File: config.mk
export PLATFORM = sky130hd
export DESIGN_NAME = collision_scheduler
export DESIGN_NICKNAME = d
export VERILOG_FILES = /design/src/rtl/collision_scheduler.sv
export SDC_FILE = /design/constraint.sdc
export NUM_CORES = 1
export LEC_CHECK = 0
export CAP_MARGIN = 40
export CORE_MARGIN = 2
export CORE_UTILIZATION = 43
export DETAILED_ROUTE_END_ITERATION = 6
export PLACE_DENSITY = 0.88
export SYNTH_ARGS = -nofsm -noshare
export SYNTH_HDL_FRONTEND = slang
export SYNTH_SLANG_ARGS = --single-unit
File: constraint.sdc
create_clock -name clk -period 2.2 [get_ports clk]
set_input_delay 0.22 -clock clk [delete_from_list [all_inputs] [get_ports clk]]
set_output_delay 0.22 -clock clk [all_outputs]
set_load 0.005 [all_outputs]
File: src/rtl/collision_scheduler.sv
// Per-frame collision scanner: one shared wall/bird overlap comparator walks every wall slot and keeps the sticky game_over flag.
// Optional build macro COLLISION_FLOOR_CHECK_EN adds a floor/ceiling test to the end-of-scan verdict.
module collision_scheduler #(
  parameter int NUM_WALLS = 4,
  parameter int X_W       = 9,
  parameter int Y_W       = 8,
  parameter int SCREEN_H  = 120,
  parameter int IDX_W     = 4
) (
  input  logic             clk,
  input  logic             reset,
  input  logic             frame_tick,
  input  logic             restart,
  input  logic [X_W-1:0]   bird_xleft,
  input  logic [X_W-1:0]   bird_xright,
  input  logic [Y_W-1:0]   bird_ytop,
  input  logic [Y_W-1:0]   bird_ybottom,
  output logic [IDX_W-1:0] wall_sel,
  input  logic             wall_active,
  input  logic [X_W-1:0]   wall_xleft,
  input  logic [X_W-1:0]   wall_xright,
  input  logic [Y_W-1:0]   wall_topy,
  input  logic [Y_W-1:0]   wall_bottomy,
  output logic             busy,
  output logic             scan_done,
  output logic             hit,
  output logic [IDX_W-1:0] hit_index,
  output logic             game_over
);

  localparam logic [2:0] ST_IDLE  = 3'd0;
  localparam logic [2:0] ST_FETCH = 3'd1;
  localparam logic [2:0] ST_CHECK = 3'd2;
  localparam logic [2:0] ST_DONE  = 3'd3;
  localparam logic [2:0] ST_OVER  = 3'd4;

  localparam logic [IDX_W-1:0] LAST_IDX = IDX_W'(NUM_WALLS - 1);

  generate
    if (NUM_WALLS < 1 || NUM_WALLS > 15 || (1 << IDX_W) <= NUM_WALLS || SCREEN_H < 2) begin : g_bad_cfg
      $error("collision_scheduler: illegal parameter combination");
    end
  endgenerate

  logic [2:0]       state_q,     state_d;
  logic [IDX_W-1:0] idx_q,       idx_d;
  logic [X_W-1:0]   snap_xl_q,   snap_xl_d;
  logic [X_W-1:0]   snap_xr_q,   snap_xr_d;
  logic [Y_W-1:0]   snap_yt_q,   snap_yt_d;
  logic [Y_W-1:0]   snap_yb_q,   snap_yb_d;
  logic             acc_hit_q,   acc_hit_d;
  logic [IDX_W-1:0] acc_idx_q,   acc_idx_d;
  logic             hit_q,       hit_d;
  logic [IDX_W-1:0] hit_index_q, hit_index_d;
  logic             game_over_q, game_over_d;

  logic             in_x;
  logic             out_gap;
  logic             slot_hit;
  logic             floor_hit;
  logic             scan_hit;
  logic [IDX_W-1:0] scan_idx;

  assign in_x     = (snap_xr_q >= wall_xleft) && (snap_xl_q <= wall_xright);
  assign out_gap  = (snap_yt_q <= wall_topy) || (snap_yb_q >= wall_bottomy);
  assign slot_hit = wall_active && in_x && out_gap;

`ifdef COLLISION_FLOOR_CHECK_EN
  localparam logic [Y_W-1:0]   FLOOR_Y   = Y_W'(SCREEN_H - 1);
  localparam logic [IDX_W-1:0] FLOOR_IDX = IDX_W'(NUM_WALLS);

  assign floor_hit = (snap_yt_q == '0) || (snap_yb_q >= FLOOR_Y);

  // A wall hit always owns hit_index; the floor code only shows when no wall collided.
  always_comb begin
    if (acc_hit_q)      scan_idx = acc_idx_q;
    else if (slot_hit)  scan_idx = idx_q;
    else if (floor_hit) scan_idx = FLOOR_IDX;
    else                scan_idx = '0;
  end
`else
  assign floor_hit = 1'b0;

  always_comb begin
    if (acc_hit_q)     scan_idx = acc_idx_q;
    else if (slot_hit) scan_idx = idx_q;
    else               scan_idx = '0;
  end
`endif

  // Verdict for the scan, folding in the slot being checked on the final CHECK cycle.
  assign scan_hit = acc_hit_q || slot_hit || floor_hit;

  always_comb begin
    state_d     = state_q;
    idx_d       = idx_q;
    snap_xl_d   = snap_xl_q;
    snap_xr_d   = snap_xr_q;
    snap_yt_d   = snap_yt_q;
    snap_yb_d   = snap_yb_q;
    acc_hit_d   = acc_hit_q;
    acc_idx_d   = acc_idx_q;
    hit_d       = hit_q;
    hit_index_d = hit_index_q;
    game_over_d = game_over_q;

    case (state_q)
      ST_IDLE: begin
        if (frame_tick) begin
          snap_xl_d = bird_xleft;
          snap_xr_d = bird_xright;
          snap_yt_d = bird_ytop;
          snap_yb_d = bird_ybottom;
          acc_hit_d = 1'b0;
          acc_idx_d = '0;
          idx_d     = '0;
          state_d   = ST_FETCH;
        end
      end
      ST_FETCH: begin
        state_d = ST_CHECK;
      end
      ST_CHECK: begin
        if (slot_hit && !acc_hit_q) begin
          acc_hit_d = 1'b1;
          acc_idx_d = idx_q;
        end
        if (idx_q == LAST_IDX) begin
          hit_d       = scan_hit;
          hit_index_d = scan_idx;
          state_d     = ST_DONE;
        end else begin
          idx_d   = idx_q + 1'b1;
          state_d = ST_FETCH;
        end
      end
      ST_DONE: begin
        if (hit_q) begin
          game_over_d = 1'b1;
          state_d     = ST_OVER;
        end else begin
          state_d = ST_IDLE;
        end
      end
      ST_OVER: begin
        state_d = ST_OVER;
      end
      default: begin
        state_d = ST_IDLE;
      end
    endcase

    // Restart overrides any scan in flight and any tick arriving in the same cycle.
    if (restart) begin
      state_d     = ST_IDLE;
      game_over_d = 1'b0;
      hit_d       = 1'b0;
      hit_index_d = '0;
    end
  end

  always_ff @(posedge clk) begin
    if (reset) begin
      state_q     <= ST_IDLE;
      idx_q       <= '0;
      snap_xl_q   <= '0;
      snap_xr_q   <= '0;
      snap_yt_q   <= '0;
      snap_yb_q   <= '0;
      acc_hit_q   <= 1'b0;
      acc_idx_q   <= '0;
      hit_q       <= 1'b0;
      hit_index_q <= '0;
      game_over_q <= 1'b0;
    end else begin
      state_q     <= state_d;
      idx_q       <= idx_d;
      snap_xl_q   <= snap_xl_d;
      snap_xr_q   <= snap_xr_d;
      snap_yt_q   <= snap_yt_d;
      snap_yb_q   <= snap_yb_d;
      acc_hit_q   <= acc_hit_d;
      acc_idx_q   <= acc_idx_d;
      hit_q       <= hit_d;
      hit_index_q <= hit_index_d;
      game_over_q <= game_over_d;
    end
  end

  assign wall_sel  = idx_q;
  assign busy      = (state_q == ST_FETCH) || (state_q == ST_CHECK) || (state_q == ST_DONE);
  assign scan_done = (state_q == ST_DONE);
  assign hit       = hit_q;
  assign hit_index = hit_index_q;
  assign game_over = game_over_q;

endmodule

# Word-level counts from Yosys, hierarchy flattened

Index checks and enable logic that the tools add are counted.

Flip-flop bits (word level): 52
Input port bits: 73
Output and inout bits: 12
Word-level logic and storage cells: 55

$add $sub $neg: 1
$lt $le $gt $ge: 4
Eq/ne operators: 8
Multiplexer cells: 14
Reduce and logical (&&, ||, !) cells: 17

Operators by type and width:

| operator                                                               | count |
|---|---|
| 4-bit two-way mux                                                      | 5 |
| 4-bit one-hot mux with 2 select lines                                  | 2 |
| 3-bit one-hot mux with 5 select lines                                  | 1 |
| 9-bit >= comparator                                                    | 1 |
| 9-bit <= comparator                                                    | 1 |
| 8-bit >= comparator                                                    | 1 |
| 8-bit <= comparator                                                    | 1 |
| 3-bit by 2-bit equality test with 1-bit output (second input constant) | 2 |
| 3-bit two-way mux                                                      | 2 |
| 2-bit inequality test (second input constant)                          | 3 |
| 2-bit AND reduction                                                    | 3 |
| 3-bit AND reduction                                                    | 2 |
| 4-bit by 1-bit adder with 4-bit output (second input constant)         | 1 |
| 4-bit by 2-bit equality test with 1-bit output (second input constant) | 1 |
| 1-bit logical AND                                                      | 4 |
| 1-bit logical OR                                                       | 4 |
| 3-bit by 1-bit equality test with 1-bit output (second input constant) | 1 |
| 3-bit equality test (second input constant)                            | 1 |
| 3-bit zero test                                                        | 1 |
| 1-bit two-way mux                                                      | 2 |
| 2-bit two-way mux                                                      | 1 |
| 1-bit one-hot mux with 2 select lines                                  | 1 |
| 2-bit nonzero test                                                     | 1 |
| 2-bit OR reduction                                                     | 1 |
| 1-bit zero test                                                        | 1 |

# Longest topological paths before layout

Gate-level depths: netlist of the first run.

Depth in word-level cells: 7
Mapped depth: 8

# Least setup slack after synthesis of the first run

Ideal clock, no wire load.

Path kind: reg-to-reg
Start point: register snap_xr_q[0]
End point: register hit_index_q[0], in the netlist hit_index[0]
Arrival time: 1.920 ns
Required time: 2.081 ns
Path slack: 0.161 ns
Cell stages (with the launch flop): 9
Period minus slack after synthesis: 2.039 ns
Path through: dfxtp_1 inv_1 ha_1 nand2b_1 a31oi_1 o21ai_0 a221oi_1 nor4_1 o221a_2

Word-level cells in the longest chain between the ends: 6

RTL lines:

| element                        | RTL line | RTL |
|---|---|---|
| from (decl)                    | 48       | `logic [X_W-1:0] snap_xr_q, snap_xr_d;` |
| from (signal assigned)         | 179      | `snap_xr_q <= snap_xr_d;` |
| 9-bit >= comparator            | 64       | `assign in_x = (snap_xr_q >= wall_xleft) && (snap_xl_q <= wall_xright);` |
| 1-bit logical AND              | 64       |  |
| 1-bit logical AND (2 in a row) | 66       | `assign slot_hit = wall_active && in_x && out_gap;` |
| 4-bit two-way mux              | 86       | `else if (slot_hit) scan_idx = idx_q;` |
| 4-bit two-way mux              | 85       | `if (acc_hit_q) scan_idx = acc_idx_q;` |
| to (signal assigned)           | 185      | `hit_index_q <= hit_index_d;` |
| to (decl)                      | 54       | `logic [IDX_W-1:0] hit_index_q, hit_index_d;` |

Every way passes these cells.
A chain may end at the register's enable or synchronous reset.

# Worst setup path in the final report of the first run

Start point: register snap_xl_q[6]
End point: register acc_idx_q[0]

Word-level cells in the longest chain between the ends: 7

RTL lines:

| element                                | RTL line | RTL |
|---|---|---|
| from (decl)                            | 47       | `logic [X_W-1:0] snap_xl_q, snap_xl_d;` |
| from (signal assigned)                 | 178      | `snap_xl_q <= snap_xl_d;` |
| 9-bit <= comparator                    | 64       |  |
| 1-bit logical AND                      | 64       |  |
| 1-bit logical AND (2 in a row)         | 66       |  |
| 1-bit logical AND                      | 124      | `if (slot_hit && !acc_hit_q) begin` |
| 2-bit inequality test (no source line) | n/a      |  |
| 3-bit AND reduction (no source line)   | n/a      |  |
| to (signal assigned)                   | 183      | `acc_idx_q <= acc_idx_d;` |
| to (decl)                              | 52       | `logic [IDX_W-1:0] acc_idx_q, acc_idx_d;` |

Every way passes these cells.

==> flow_metrics.py, run 1 <==
metrics = {
    "die": {
        "die_h_um": 84.95,
        "start_util_pct": 44.37,
        "coreArea_sq_um": 6350,
        "die_x_um": 84.95,
        "ios": 85,
        "rows": 29,
        "die-area_sq_um": 7217,
    },
    "cells_and_area": {
        "num_antenna_cells": 0,
        "drive_gt1_share_pct": 13.26,
        "syn2layout_area_growth_pct": 45.16,
        "nets": 552,
        "fillers": 536,
    },
    "global_route": {
        "grt_pass1_wl_mm": 11.81,
        "grt-ovfl-total": 0,
        "grt_max_degree": 39,
        "grt_use_total_pct": 20.01,
        "antenna_found_initial": 0,
        "grt_pass1_vias": 2790,
    },
    "pwr": {
        "leakage_nw": 1.749,
        "peakVddDrop_v": 0.0002545,
        "power.density_nw_per_um2": 493.2,
    },
    "critical_path": {
        "cp.arrival_ns": 2.36,
        "r2r_cells": 9,
        "crit_slowest_cell": "dfxtp_2",
        "max_stage_delay_ns": 0.36,
        "worst-path-max-fanout": 4,
        "worstPathRequired_ns": 2.43,
        "end_kind": "flip-flop",
        "start_kind": "flip-flop",
        "worstSetupPathType": "flip-flop to flip-flop",
        "cp_cell_sequence": "ha_4, a211oi_2, nor2_2, a2111oi_4, a21oi_2, buf_4, nor4_4, buf_4, mux2i_1",
        "cp_common_cell": "buf_4",
        "r2r_setup_slack_ns": 0.07,
    },
    "drt": {
        "ant_nets": 0,
        "wl_mm": 7.219,
        "drcViolationCount": 0,
        "vias": 2721,
        "avgRoutedWirePerCell_um": 13.83,
        "drtIter0Drc": 99,
        "dr.pass1.iters": 4,
        "viasPerCell": 5.213,
    },
    "synth": {
        "synth_area_sq_um": 2818,
        "ys_ff_latch": 52,
        "ys_types": 41,
        "async_reset_ff_share_pct": 0,
        "seq_area_frac_synth_pct": 36.94,
        "synth_nets": 461,
        "postSynthCellCount": 353,
        "synth.avg_cell_area_sq_um": 7.982,
        "synth-warning-count": 0,
        "synth_edf_count": 0,
        "synth_flop_cell": "dfxtp_1",
    },
    "worst_hold_path": {
        "worstHoldPathCells": 3,
        "hp-class": "primary input to flip-flop",
    },
    "timing": {
        "fin_setup_tns_ns": 0,
        "clock_skew_ns": 0.005948,
        "worst_pin_slew_ns": 0.4205,
        "period_needed_ns": 2.132,
        "min_period_over_period_pct": 96.92,
        "timing.final.max_slew_violations": 0,
        "rsz0062_at_grt": "yes",
        "fmax_ghz": 0.4690,
        "slew-limit-headroom_pct": 71.88,
        "hold_viol": 0,
        "setup_ws_ns": 0.06773,
        "setup_violations": 0,
    },
    "cts": {
        "cts_sinks": 52,
        "cts_tree": "built",
        "htreeDepth": 2,
        "clock_path_buffers": 2,
        "numCtsBuffers": 5,
        "hold_buffers": 0,
        "clockRootBuffer": "clkbuf_8",
        "path_clk_slew_ns": 0.09,
        "clock_latency_ns": 0.30,
    },
    "place": {
        "place.gp.congestion": 0.7833,
        "dp_slack_ns": -0.4635,
        "place.detailed.hpwl_mm": 5.294,
        "portBuffers": 84,
    },
    "run": {
        "maxCapViolations": 0,
    },
    "status": {
        "status": "finished, final reports clean",
    },
}
## cells by family after synthesis
kind of cell / after synthesis / share of synthesized area [%]
compound gates: 71 / 14.52
mux: 4 / 1.421
buf+inv: 50 / 6.661
fa+ha+maj: 35 / 15.54
xor+xnor: 3 / 0.9327
simple gates: 138 / 23.98
flops: 52 / 36.94
## timing repair
item | in CTS | in global routing
endpoints found under the setup margin | 8 | 8
pin swaps | 3 | 16
cloned | 0 | 0
setup buffers | 1 | 2
resized for setup | 5 | 36
## sequential cells by signal, summed over array words and instances (netlist names)
register,flops
snap_xl_q,9
hit_index,4
wall_sel,4
snap_xr_q,9
snap_yb_q,8
snap_yt_q,8
acc_idx_q,4
state_q,3
game_over,1
hit,1
acc_hit_q,1
## path summary, 6_finish.rpt
kind,from,to
worst max-delay path,snap_xl_q[6],acc_idx_q[0]
worst min-delay path,bird_ytop[3],snap_yt_q[3]
worst max register to register,snap_xl_q[6],acc_idx_q[0]
worst min register to register,snap_yb_q[0],snap_yb_q[0]
## power by group
part           switching [mW]  internal (mW)  total (mW)  leakage [nW]
registers              0.0288          0.981        1.01         0.425
logic                   0.199          0.255       0.453          1.28
clock network           0.297          0.257       0.554        0.0455
## cell type report
type,instances,area [sq um],area share (%)
Timing Repair Buffer,98,975.9,23.86
Clock buffer,8,90.09,2.203
Multi-Input combinational cell,251,1750,42.80
Sequential cell,52,1042,25.48
Tap cell,77,96.34,2.355
Inverter,36,135.1,3.304
## through the flow
step / power (mW) / cells / area, sq um / hold WS [ns] / util (%)
final: 2.017 / 522 / 4090 / 0.4587 / 64.41
after global routing: 2.127 / 522 / 4090 / 0.4551 / 64.41
after CTS: 1.989 / 520 / 3916 / 0.4501 / 61.67
after detailed placement: 1.430 / 511 / 3804 / 0.4508 / 59.90
after global placement: 1.411 / 511 / 3804 / 0.4436 / 59.90
after floorplan: 1.219 / 353 / 2818 / 0.3560 / -
## cells in the mapped netlist, types with 5 or more instances
cell type,number,area [sq um]
nand2_1,83,311.6
nor3_1,5,25.02
nor2_1,14,52.55
nand2b_1,6,37.54
ha_1,35,437.9
o21ai_0,7,35.03
nand4_1,8,50.05
a21oi_1,49,245.2
dfxtp_1,52,1041
clkbuf_1,14,52.55
inv_1,36,135.1
## worst max-delay path, delay by kind of cell (launching register included)
kind / cells / cell delay, ns
AND/OR/NAND/NOR: 2 / 0.34
AO/OA/AOI/OAI: 3 / 0.64
multiplexers: 1 / 0.18
buffers and inverters: 2 / 0.33
flip-flops: 1 / 0.36
adder cells (fa/ha/maj): 1 / 0.20
## placed cells by master, fill, tap and decap left out, types with 2 or more instances in the layout
cell             instances
a211oi_2                 2
o21ai_0                  4
or3b_4                   2
mux2i_1                  4
inv_1                   28
a2111oi_4                2
nand4_1                  8
nor2_2                   2
buf_4                   13
nand2b_1                 5
clkbuf_1                 2
dlymetal6s2s_1           7
inv_2                    8
a21oi_2                  3
ha_1                    28
nor4_1                   2
ha_4                     6
a21o_1                   4
o221a_2                  2
o21ai_2                  2
xor2_1                   2
nor3_1                   4
clkdlybuf4s50_1         77
nand3_1                  3
nand3b_1                 3
clkbuf_8                 6
nor2_1                  12
dfxtp_1                 51
a21oi_1                 46
nand2_1                 83
## metal layers
layer	GRT usage, %	part of all wire, %
met1	22.83	41
met2	36.43	51
met3	4.767	5.7
met4	6.638	1.6
met5	0	0
Note: power is estimated with default switching activity, not from simulation.
==> inputs of run 2 (changes only) <==
--- a/config.mk
+++ b/config.mk
@@ -5,11 +5,13 @@
 export SDC_FILE = /design/constraint.sdc
 export NUM_CORES = 1
 export LEC_CHECK = 0
+export ABC_AREA = 1
 export CAP_MARGIN = 40
 export CORE_MARGIN = 2
 export CORE_UTILIZATION = 43
 export DETAILED_ROUTE_END_ITERATION = 6
-export PLACE_DENSITY = 0.88
+export PLACE_DENSITY = 0.87
+export SLEW_MARGIN = 20
 export SYNTH_ARGS = -nofsm -noshare
 export SYNTH_HDL_FRONTEND = slang
 export SYNTH_SLANG_ARGS = --single-unit
==> run 2 against run 1 <==
  * Maximum frequency increased by 13%
  * First-iteration DRC count fell by 34%
  * Clock skew decreased by 0.0013 ns
  * Clock power rose by 3%
  * Total power rose by 1.5%
  * Cell area down 3.1%
  * Critical endpoint is now acc_idx_q[1]
==> flow_metrics.py, run 2 <==
metrics = {
    "pwr": {
        "power.density_nw_per_um2": 516.4,
        "leakage_nw": 1.881,
        "peakVddDrop_v": 0.0003404,
    },
    "die": {
        "start_util_pct": 43.93,
        "die_x_um": 86.62,
        "die_h_um": 86.62,
        "die-area_sq_um": 7503,
        "ios": 85,
        "rows": 30,
        "coreArea_sq_um": 6681,
    },
    "timing": {
        "fmax_ghz": 0.5277,
        "worst_pin_slew_ns": 0.4709,
        "clock_skew_ns": 0.004674,
        "period_needed_ns": 1.895,
        "hold_viol": 0,
        "slew-limit-headroom_pct": 68.57,
        "hold_slack_ns": 0.4510,
        "setup_violations": 0,
        "fin_setup_tns_ns": 0,
        "rsz0062_at_grt": "no",
        "timing.final.max_slew_violations": 0,
        "min_period_over_period_pct": 86.14,
    },
    "drt": {
        "drcViolationCount": 0,
        "avgRoutedWirePerCell_um": 11.40,
        "drtIter0Drc": 65,
        "viasPerCell": 4.794,
        "vias": 2728,
        "dr.pass1.iters": 4,
        "wl_mm": 6.484,
        "ant_nets": 0,
    },
    "synth": {
        "seq_area_frac_synth_pct": 35.46,
        "synth_area_leaders": "dfxtp_1 35%, ha_1 15%, inv_1 12%",
        "ys_ff_latch": 52,
        "yosys.cell_count.top_type": "inv_1",
        "synth_nets": 513,
        "postSynthCellCount": 405,
        "synth_top_area_share_pct": 35.46,
        "ys_types": 25,
        "yosys-top-cells-count": "92 x inv_1, 56 x nand2_1, 53 x a21oi_1",
        "synth_area_sq_um": 2935,
        "synth-warning-count": 0,
        "synth_flop_cell": "dfxtp_1",
        "synth_edf_count": 0,
        "synth.avg_cell_area_sq_um": 7.248,
        "async_reset_ff_share_pct": 0,
        "synth_top_area_cell": "dfxtp_1",
    },
    "cells_and_area": {
        "final_cell_mix": "92 x inv_1, 84 x clkdlybuf4s50_1, 56 x nand2_1",
        "top_regs": "snap_xl_q (9), snap_xr_q (9)",
        "layout_commonest_cell": "inv_1",
        "num_antenna_cells": 0,
        "fillers": 632,
        "syn2layout_area_growth_pct": 35.08,
        "final_cell_area_sq_um": 3965,
        "multi_input_area_sq_um": 1490,
        "drive_gt1_share_pct": 5.317,
        "seqCellArea_sq_um": 1041,
        "nets": 596,
    },
    "place": {
        "place_area_sq_um": 3871,
        "place.detailed.hpwl_mm": 5.106,
        "place.gp.congestion": 0.7830,
        "portBuffers": 84,
    },
    "cts": {
        "cts_resized": 0,
        "numCtsBuffers": 5,
        "cts_setup_buffers": 0,
        "hold_buffers": 0,
        "clock_latency_ns": 0.30,
        "clock_path_buffers": 2,
        "path_clk_slew_ns": 0.09,
        "cts_tree": "built",
        "htreeDepth": 2,
        "cts_sinks": 52,
        "clockRootBuffer": "clkbuf_8",
    },
    "global_route": {
        "grt-ovfl-total": 0,
        "grt_max_degree": 43,
        "grt_use_total_pct": 17.49,
        "grt_pass1_vias": 2616,
        "grt_pass1_wl_mm": 10.70,
        "antenna_found_initial": 0,
    },
    "worst_hold_path": {
        "hp-class": "flip-flop to flip-flop",
    },
    "critical_path": {
        "worstSetupPathType": "primary input to flip-flop",
        "start_kind": "primary input",
        "worst-path-max-fanout": 5,
        "end_kind": "flip-flop",
        "worstPathRequired_ns": 2.40,
        "cp.arrival_ns": 2.09,
    },
    "status": {
        "status": "finished, final reports clean",
    },
    "run": {
        "maxCapViolations": 0,
    },
}
[run 2: cell count changes in the layout (fill, tap and decap cells not counted), sizes merged, moves of 6 or more]
cell	previous run	this run
o21ai	7	42
buf	14	3
inv	36	95
nand3	3	15
nand2b	6	0
nand2	83	57
nor2	14	26
dlymetal6s2s	7	0
clkdlybuf4s50	77	84
[run 2: path summary, 6_finish.rpt]
kind         slack, ns  cells after the start      startpoint      endpoint
max               0.30                     15  wall_xright[4]  acc_idx_q[1]
min reg2reg       0.45                      2    snap_yt_q[6]  snap_yt_q[6]
min               0.45                      2    snap_yt_q[6]  snap_yt_q[6]
max reg2reg       0.42                     10    snap_xr_q[8]  acc_idx_q[1]
[run 2: stage by stage]
step	power (mW)	instances	setup WS, ns	util, %
2_1_floorplan	1.298	405	0.6620	-
3_3_place_gp	1.484	561	0.08317	57.94
3_5_place_dp	1.503	561	-0.001880	57.94
4_1_cts	2.079	569	0.3189	59.34
5_1_grt	2.182	569	0.1729	59.34
6_report	2.048	569	0.3050	59.34
[run 2: report_power, final]
part           internal [mW]  switching (mW)  leakage, nW
clock                  0.257           0.315       0.0445
combinational          0.237           0.215         1.41
sequential             0.995          0.0293        0.428
[run 2: cells by family (layout without fill, tap and decap cells)]
group / after synthesis / count (layout) / share of synthesized area (%)
and+or+nand+nor: 112 / 112 / 18.20
buffers and inverters: 106 / 190 / 13.94
AOI/OAI and AO/OA: 100 / 100 / 17.48
DFF: 52 / 52 / 35.46
adders and majority gates: 35 / 35 / 14.92
[run 2: layer usage]
layer	GRT usage [%]	share of wire, %	wire, um
met5	0	0	0
met4	4.972	1.2	76
met3	4.190	6.1	398
met2	31.68	48	3081
met1	20.42	45	2927
[run 2: critical path, cell delays in order]
cell	delay, ns
clkdlybuf4s50_1	0.47
inv_1	0.05
ha_1	0.30
nand2_1	0.07
inv_1	0.05
nand2_1	0.06
nand2_1	0.04
nand2_1	0.05
nand3_1	0.06
nand2_1	0.09
nand3_2	0.12
nor2_1	0.21
nand3_2	0.14
nand3_1	0.10
nand2_1	0.06
[run 2: final cells by class]
type | count | area share, %
clock buffers | 7 | 2.177
clock inverters | 1 | 0.1893
inverters | 95 | 9.183
multi-input cells | 247 | 37.58
flip-flops and latches | 52 | 26.25
well taps | 80 | 2.524
repair buffers | 87 | 22.09
